`src/rtl/seg7_pkg.sv`:
```
// Shared constants for the active-low 7-segment display bus.
// Also holds the helper that finds the single low bit of a digit-enable bus.
package seg7_pkg;

   localparam logic [6:0] SEG_0     = 7'h40;
   localparam logic [6:0] SEG_1     = 7'h79;
   localparam logic [6:0] SEG_2     = 7'h24;
   localparam logic [6:0] SEG_3     = 7'h30;
   localparam logic [6:0] SEG_4     = 7'h19;
   localparam logic [6:0] SEG_5     = 7'h12;
   localparam logic [6:0] SEG_6     = 7'h02;
   localparam logic [6:0] SEG_7     = 7'h78;
   localparam logic [6:0] SEG_8     = 7'h00;
   localparam logic [6:0] SEG_9     = 7'h10;
   localparam logic [6:0] SEG_A     = 7'h08;
   localparam logic [6:0] SEG_B     = 7'h03;
   localparam logic [6:0] SEG_C     = 7'h46;
   localparam logic [6:0] SEG_D     = 7'h21;
   localparam logic [6:0] SEG_E     = 7'h06;
   localparam logic [6:0] SEG_F     = 7'h0E;
   localparam logic [6:0] SEG_BLANK = 7'h7F;

   localparam int SEGBIT_A = 0;
   localparam int SEGBIT_B = 1;
   localparam int SEGBIT_C = 2;
   localparam int SEGBIT_D = 3;
   localparam int SEGBIT_E = 4;
   localparam int SEGBIT_F = 5;
   localparam int SEGBIT_G = 6;

   typedef struct packed {
      logic       legal;
      logic [4:0] idx;
   } onehot_t;

   // Unused upper bits must be padded with 1s so they read as inactive.
   function automatic onehot_t onehot_low_idx(input logic [31:0] v_n);
      onehot_t     res;
      int unsigned zeros;
      res.legal = 1'b0;
      res.idx   = 5'd0;
      zeros     = 0;
      for (int k = 0; k < 32; k++) begin
         if (v_n[k] == 1'b0) begin
            zeros   = zeros + 1;
            res.idx = 5'(k);
         end
      end
      res.legal = (zeros == 32'd1);
      return res;
   endfunction

endpackage

```
`src/rtl/seg7_pattern_decode.sv`:
```
// Inverse of the hex-to-segment encoding: classifies an active-low segment
// pattern as a hex glyph, the blank pattern, or neither.
module seg7_pattern_decode
   import seg7_pkg::*;
(
   input  logic [6:0] seg_n,
   output logic [3:0] hex,
   output logic       is_hex,
   output logic       is_blank
);

   // Glyph lookup; anything not listed is illegal.
   always_comb begin
      hex      = 4'h0;
      is_hex   = 1'b1;
      is_blank = 1'b0;
      case (seg_n)
         SEG_0:     hex = 4'h0;
         SEG_1:     hex = 4'h1;
         SEG_2:     hex = 4'h2;
         SEG_3:     hex = 4'h3;
         SEG_4:     hex = 4'h4;
         SEG_5:     hex = 4'h5;
         SEG_6:     hex = 4'h6;
         SEG_7:     hex = 4'h7;
         SEG_8:     hex = 4'h8;
         SEG_9:     hex = 4'h9;
         SEG_A:     hex = 4'hA;
         SEG_B:     hex = 4'hB;
         SEG_C:     hex = 4'hC;
         SEG_D:     hex = 4'hD;
         SEG_E:     hex = 4'hE;
         SEG_F:     hex = 4'hF;
         SEG_BLANK: begin
            is_hex   = 1'b0;
            is_blank = 1'b1;
         end
         default: begin
            is_hex   = 1'b0;
            is_blank = 1'b0;
         end
      endcase
   end

endmodule

```
`src/rtl/seg7_scan_reader.sv`:
```
// Reads back a multiplexed common-anode 7-segment bus, capturing one digit
// per stable dwell and flagging completed frames and illegal glyphs.
module seg7_scan_reader
   import seg7_pkg::*;
#(
   parameter int NDIG       = 4,
   parameter int STABLE_CYC = 8
)
(
   input  logic                    clk,
   input  logic                    rst_n,
   input  logic [NDIG-1:0]         an_n,
   input  logic [6:0]              seg_n,
   output logic [4*NDIG-1:0]       digits,
   output logic [NDIG-1:0]         digit_valid,
   output logic                    frame_valid,
   output logic                    err,
   output logic [$clog2(NDIG)-1:0] err_idx
);

   localparam int         IW      = $clog2(NDIG);
   localparam logic [7:0] CNT_MAX = 8'(STABLE_CYC);
   localparam logic [7:0] CNT_CAP = 8'(STABLE_CYC - 1);

   logic [NDIG-1:0]   an_m_r, an_s_r, an_p_r;
   logic [6:0]        seg_m_r, seg_s_r, seg_p_r;
   logic [7:0]        cnt_r, cnt_nxt_s;
   onehot_t           oh_s;
   logic              stable_s, capture_s;
   logic [IW-1:0]     cap_idx_s;
   logic [3:0]        hex_s;
   logic              is_hex_s, is_blank_s;

   logic [4*NDIG-1:0] digits_r, digits_nxt_s;
   logic [NDIG-1:0]   valid_r, valid_nxt_s;
   logic [NDIG-1:0]   seen_r, seen_nxt_s;
   logic              frame_r, frame_nxt_s;
   logic              err_r, err_nxt_s;
   logic [IW-1:0]     err_idx_r, err_idx_nxt_s;

   seg7_pattern_decode u_decode (
      .seg_n    (seg_s_r),
      .hex      (hex_s),
      .is_hex   (is_hex_s),
      .is_blank (is_blank_s)
   );

   assign oh_s      = onehot_low_idx({{(32-NDIG){1'b1}}, an_s_r});
   assign cap_idx_s = IW'(oh_s.idx);
   assign stable_s  = ({an_s_r, seg_s_r} == {an_p_r, seg_p_r});
   assign capture_s = stable_s && oh_s.legal && (cnt_r == CNT_CAP);

   // Two-flop synchronisers plus the previous-sample register.
   always_ff @(posedge clk or negedge rst_n) begin
      if (!rst_n) begin
         an_m_r  <= {NDIG{1'b0}};
         an_s_r  <= {NDIG{1'b0}};
         an_p_r  <= {NDIG{1'b0}};
         seg_m_r <= 7'd0;
         seg_s_r <= 7'd0;
         seg_p_r <= 7'd0;
      end else begin
         an_m_r  <= an_n;
         an_s_r  <= an_m_r;
         an_p_r  <= an_s_r;
         seg_m_r <= seg_n;
         seg_s_r <= seg_m_r;
         seg_p_r <= seg_s_r;
      end
   end

   // Stability counter: restarts on any change or a non-one-hot enable bus.
   always_comb begin
      cnt_nxt_s = cnt_r;
      if (!stable_s || !oh_s.legal) begin
         cnt_nxt_s = 8'd0;
      end else if (cnt_r < CNT_MAX) begin
         cnt_nxt_s = cnt_r + 8'd1;
      end else begin
         cnt_nxt_s = cnt_r;
      end
   end

   // Capture outcome and frame bookkeeping.
   always_comb begin
      digits_nxt_s  = digits_r;
      valid_nxt_s   = valid_r;
      seen_nxt_s    = seen_r;
      frame_nxt_s   = 1'b0;
      err_nxt_s     = 1'b0;
      err_idx_nxt_s = err_idx_r;
      if (capture_s) begin
         seen_nxt_s[cap_idx_s] = 1'b1;
         if (is_hex_s) begin
            digits_nxt_s[{cap_idx_s, 2'b00} +: 4] = hex_s;
            valid_nxt_s[cap_idx_s]                = 1'b1;
         end else if (is_blank_s) begin
            valid_nxt_s[cap_idx_s] = 1'b0;
         end else begin
            valid_nxt_s[cap_idx_s] = 1'b0;
            err_nxt_s              = 1'b1;
            err_idx_nxt_s          = cap_idx_s;
         end
         if (&seen_nxt_s) begin
            frame_nxt_s = 1'b1;
            seen_nxt_s  = {NDIG{1'b0}};
         end else begin
            frame_nxt_s = 1'b0;
         end
      end else begin
         seen_nxt_s = seen_r;
      end
   end

   // Counter and registered outputs.
   always_ff @(posedge clk or negedge rst_n) begin
      if (!rst_n) begin
         cnt_r     <= 8'd0;
         digits_r  <= {(4*NDIG){1'b0}};
         valid_r   <= {NDIG{1'b0}};
         seen_r    <= {NDIG{1'b0}};
         frame_r   <= 1'b0;
         err_r     <= 1'b0;
         err_idx_r <= {IW{1'b0}};
      end else begin
         cnt_r     <= cnt_nxt_s;
         digits_r  <= digits_nxt_s;
         valid_r   <= valid_nxt_s;
         seen_r    <= seen_nxt_s;
         frame_r   <= frame_nxt_s;
         err_r     <= err_nxt_s;
         err_idx_r <= err_idx_nxt_s;
      end
   end

   assign digits      = digits_r;
   assign digit_valid = valid_r;
   assign frame_valid = frame_r;
   assign err         = err_r;
   assign err_idx     = err_idx_r;

endmodule

```
`config.mk`:
```
export PLATFORM = sky130hd
export DESIGN_NAME = seg7_scan_reader
export DESIGN_NICKNAME = d
export VERILOG_FILES = /design/src/rtl/seg7_pkg.sv /design/src/rtl/seg7_pattern_decode.sv /design/src/rtl/seg7_scan_reader.sv
export SDC_FILE = /design/constraint.sdc
export NUM_CORES = 1
export LEC_CHECK = 0
export ABC_AREA = 1
export CAP_MARGIN = 10
export CELL_PAD_IN_SITES_DETAIL_PLACEMENT = 1
export CELL_PAD_IN_SITES_GLOBAL_PLACEMENT = 1
export CORE_ASPECT_RATIO = 0.6
export CORE_MARGIN = 1
export CORE_UTILIZATION = 43
export CTS_BUF_LIST = sky130_fd_sc_hd__clkbuf_4
export DETAILED_ROUTE_END_ITERATION = 8
export PLACE_DENSITY_LB_ADDON = 0.1
export SLEW_MARGIN = 10
export SYNTH_ARGS = -nofsm -noshare
export SYNTH_HDL_FRONTEND = slang
export SYNTH_SLANG_ARGS = --single-unit
export TNS_END_PERCENT = 5
```
`constraint.sdc`:
```
create_clock -name clk -period 3 [get_ports clk]
set_clock_uncertainty 0.1 [all_clocks]
set_input_delay 0.9 -clock clk [delete_from_list [all_inputs] [get_ports clk]]
set_output_delay 0.9 -clock clk [all_outputs]
set_load 0.01 [all_outputs]
```
==> flow_metrics.tcl <==
set metrics [dict create \
    dieArea_um2 7540 \
    root_buffer "clkbuf_4" \
    fin_nets 431 \
    areaGrowthSynthToFinish_pct 18.6 \
    p_per_area_nw_per_um2 432 \
    grt_use_total 0.226 \
    wl_per_cell_um 15.5 \
    gp_congestion 0.844 \
    syn_inst 363 \
    drt_iter0_drc 154 \
    synth_top_family_by_area "simple AND/OR/NAND/NOR gates" \
    finalCritPeriodShare 0.911 \
    tritoncts "built" \
    synth_cell_types 29 \
    synth-edff-count 0 \
    grt_pass1_vias 2551 \
    ys_ff_latch 69 \
    dp.cells 484 \
    relSlewSlack 0.551 \
    vdd_drop_max_uv 242 \
    yosysWarnings 0 \
    die_height_um 67.7 \
    cts.sinks 69 \
    rrSetupSlack_ns 0.27 \
    report.final.setup_viol 0 \
    detail-route-antenna-nets 0 \
    yosys.area.top_type_share 0.558 \
    dr.pass1.iters 6 \
    synth_fa_ha_area_frac 0.0162 \
    grt_max_degree 26 \
    antenna_cells 0 \
    clk_pin_slew_ns 0.11 \
    antenna_found_initial 0 \
    synth_compound_area_frac 0.0190 \
    row_count 23 \
    setup_slack_ns 0.266 \
    synthesis.area_um2 3090 \
    grt_pass1_wl_um 12600 \
    final_cell_mix "120 x nand2_1, 69 x dfrtp_1, 46 x nor2_1" \
    coreArea_um2 6820 \
    start_util 0.453 \
    clk_latency_ns 0.43 \
    worst_slew_pin_slew_ns 0.671 \
    hp-class "reg2reg" \
    synthMuxAreaShare 0 \
    critical_path.max_fanout 12 \
    grt_overflow 0 \
    final_common_cell "nand2_1" \
    synth_xor_area_frac 0.0142 \
    final_core_util 0.538 \
    synth_top_area_cell "dfrtp_1" \
    yosys-top-cells-area "dfrtp_1 56%, nand2_1 15%, nor2_1 5.6%" \
    fin_setup_tns_ns 0 \
    finalHoldViolCount 0 \
    critical_path_arrival_ns 2.95 \
    leakage_nw 1.90 \
    endpoint_kind "flip-flop" \
    syn_avg_cell_area_um2 8.52 \
    synth_simple_gate_area_frac 0.325 \
    yosysSeqAreaShare 0.558 \
    hpwl_um 5860 \
    drc 2 \
    fmax_mhz 366 \
    numCtsBuffers 9 \
    cts_buffer_depth 2 \
    stdcell_count 504 \
    io_buffers 36 \
    viasPerCell 5.12 \
    ys.flop_type "dfrtp_1" \
    max-cap-violations 0 \
    drive_gt1_frac 0.0887 \
    syn-num-nets 380 \
    num_vias 2581 \
    htree_num_levels 3 \
    worstPathRequired_ns 3.22 \
    rsz0062_at_grt "no" \
    finalCriticalPeriod_ns 2.73 \
    startpoint_type "flip-flop" \
    wl_um 7830 \
    status "finished with violations" \
    finalMaxSlewViolations 0 \
    async_flop_share 1.00 \
    cts_resized 0 \
    critPathKind "reg2reg" \
    die_w_um 111 \
    violations "DRC" \
    dp_slack_ns 0.107 \
    io_pins 37 \
]
-- logic make-up after synthesis --
kind of cell               after synthesis
buffers and inverters                   47
DFF                                     69
and+or+nand+nor                        227
xor gates and xnor gates                 5
adders and majority gates                4
AOI/OAI and AO/OA                       11
-- state kept, by name (all words and copies together) (netlist names), 2 cells and up, named ones only --
register	cells
err_idx	2
an_p_r	4
cnt_r	8
seg_p_r	7
an_m_r	4
an_s_r	4
digits	16
seg_s_r	7
seen_r	4
seg_m_r	7
-- layout make-up --
cell class                 instances  area (um^2)
multi-input combinational        248         1170
fill                             814         3150
clock buffer                       9         67.6
inverter                          42          159
clock inverter                     5         20.0
sequential                        69         1730
tap                               87          109
timing repair buffer              44          415
-- worst max-delay path: stages (launching register included) --
cell and delay (ns):
dfrtp_1 0.45, inv_1 0.08, ha_1 0.35, xnor2_1 0.24, ha_1 0.20, nand2_1 0.06
nand4_1 0.07, nand2_1 0.09, nor2_1 0.20, nand3_4 0.14, nor2_8 0.23, nand3_1 0.23
nand2_1 0.13, nand2_1 0.07
-- metal layers --
metal | track usage | wire, um
met4 | 0.0912 | 80
met5 | 0 | 0
met2 | 0.355 | 3370
met1 | 0.298 | 3960
met3 | 0.0682 | 420
-- what timing repair did --
action | CTS | global route
hold buffers | 0 | 0
buffers inserted | 0 | 5
setup endpoints to repair | 0 | 20
-- power breakdown --
group	switching [W]	internal, W	total, W
clock network	0.000315	0.000149	0.000465
registers	0.0000217	0.000952	0.000973
logic	0.0000985	0.0000461	0.000145
total	0.000435	0.00115	0.00158
-- Yosys cell counts (2+ instances only) --
cell type / number
xnor2_1: 3
ha_1: 4
nand3_1: 26
nand2_2: 4
inv_2: 6
nand2_1: 120
inv_1: 35
nor3_1: 6
nor2_1: 46
a21oi_1: 8
nand4_1: 15
nand3b_1: 2
dfrtp_1: 69
buf_4: 3
xor2_1: 2
-- through the flow --
stage               hold WS, ns  power [W]  instance area [um^2]
floorplan                 0.231    0.00107                  3090
global placement          0.233    0.00113                  3530
detailed placement        0.236    0.00114                  3530
CTS                       0.262    0.00160                  3620
global route              0.268    0.00165                  3670
finish                    0.260    0.00158                  3670
-- path summary, 6_finish.rpt --
check,startpoint,end,cells past startpoint
setup / recovery,an_s_r[1]$_DFF_PN0_,digits[8]$_DFFE_PN0P_,13
hold / removal,seg_m_r[0]$_DFF_PN0_,seg_s_r[0]$_DFF_PN0_,0
setup reg to reg,an_s_r[1]$_DFF_PN0_,digits[8]$_DFFE_PN0P_,13
hold reg to reg,seg_m_r[0]$_DFF_PN0_,seg_s_r[0]$_DFF_PN0_,0
max in group asynchronous,rst_n,cnt_r[5]$_DFFE_PN0P_,2
min in group asynchronous,rst_n,asynchronous set/reset pin,1
(Power assumes the default switching activity.)
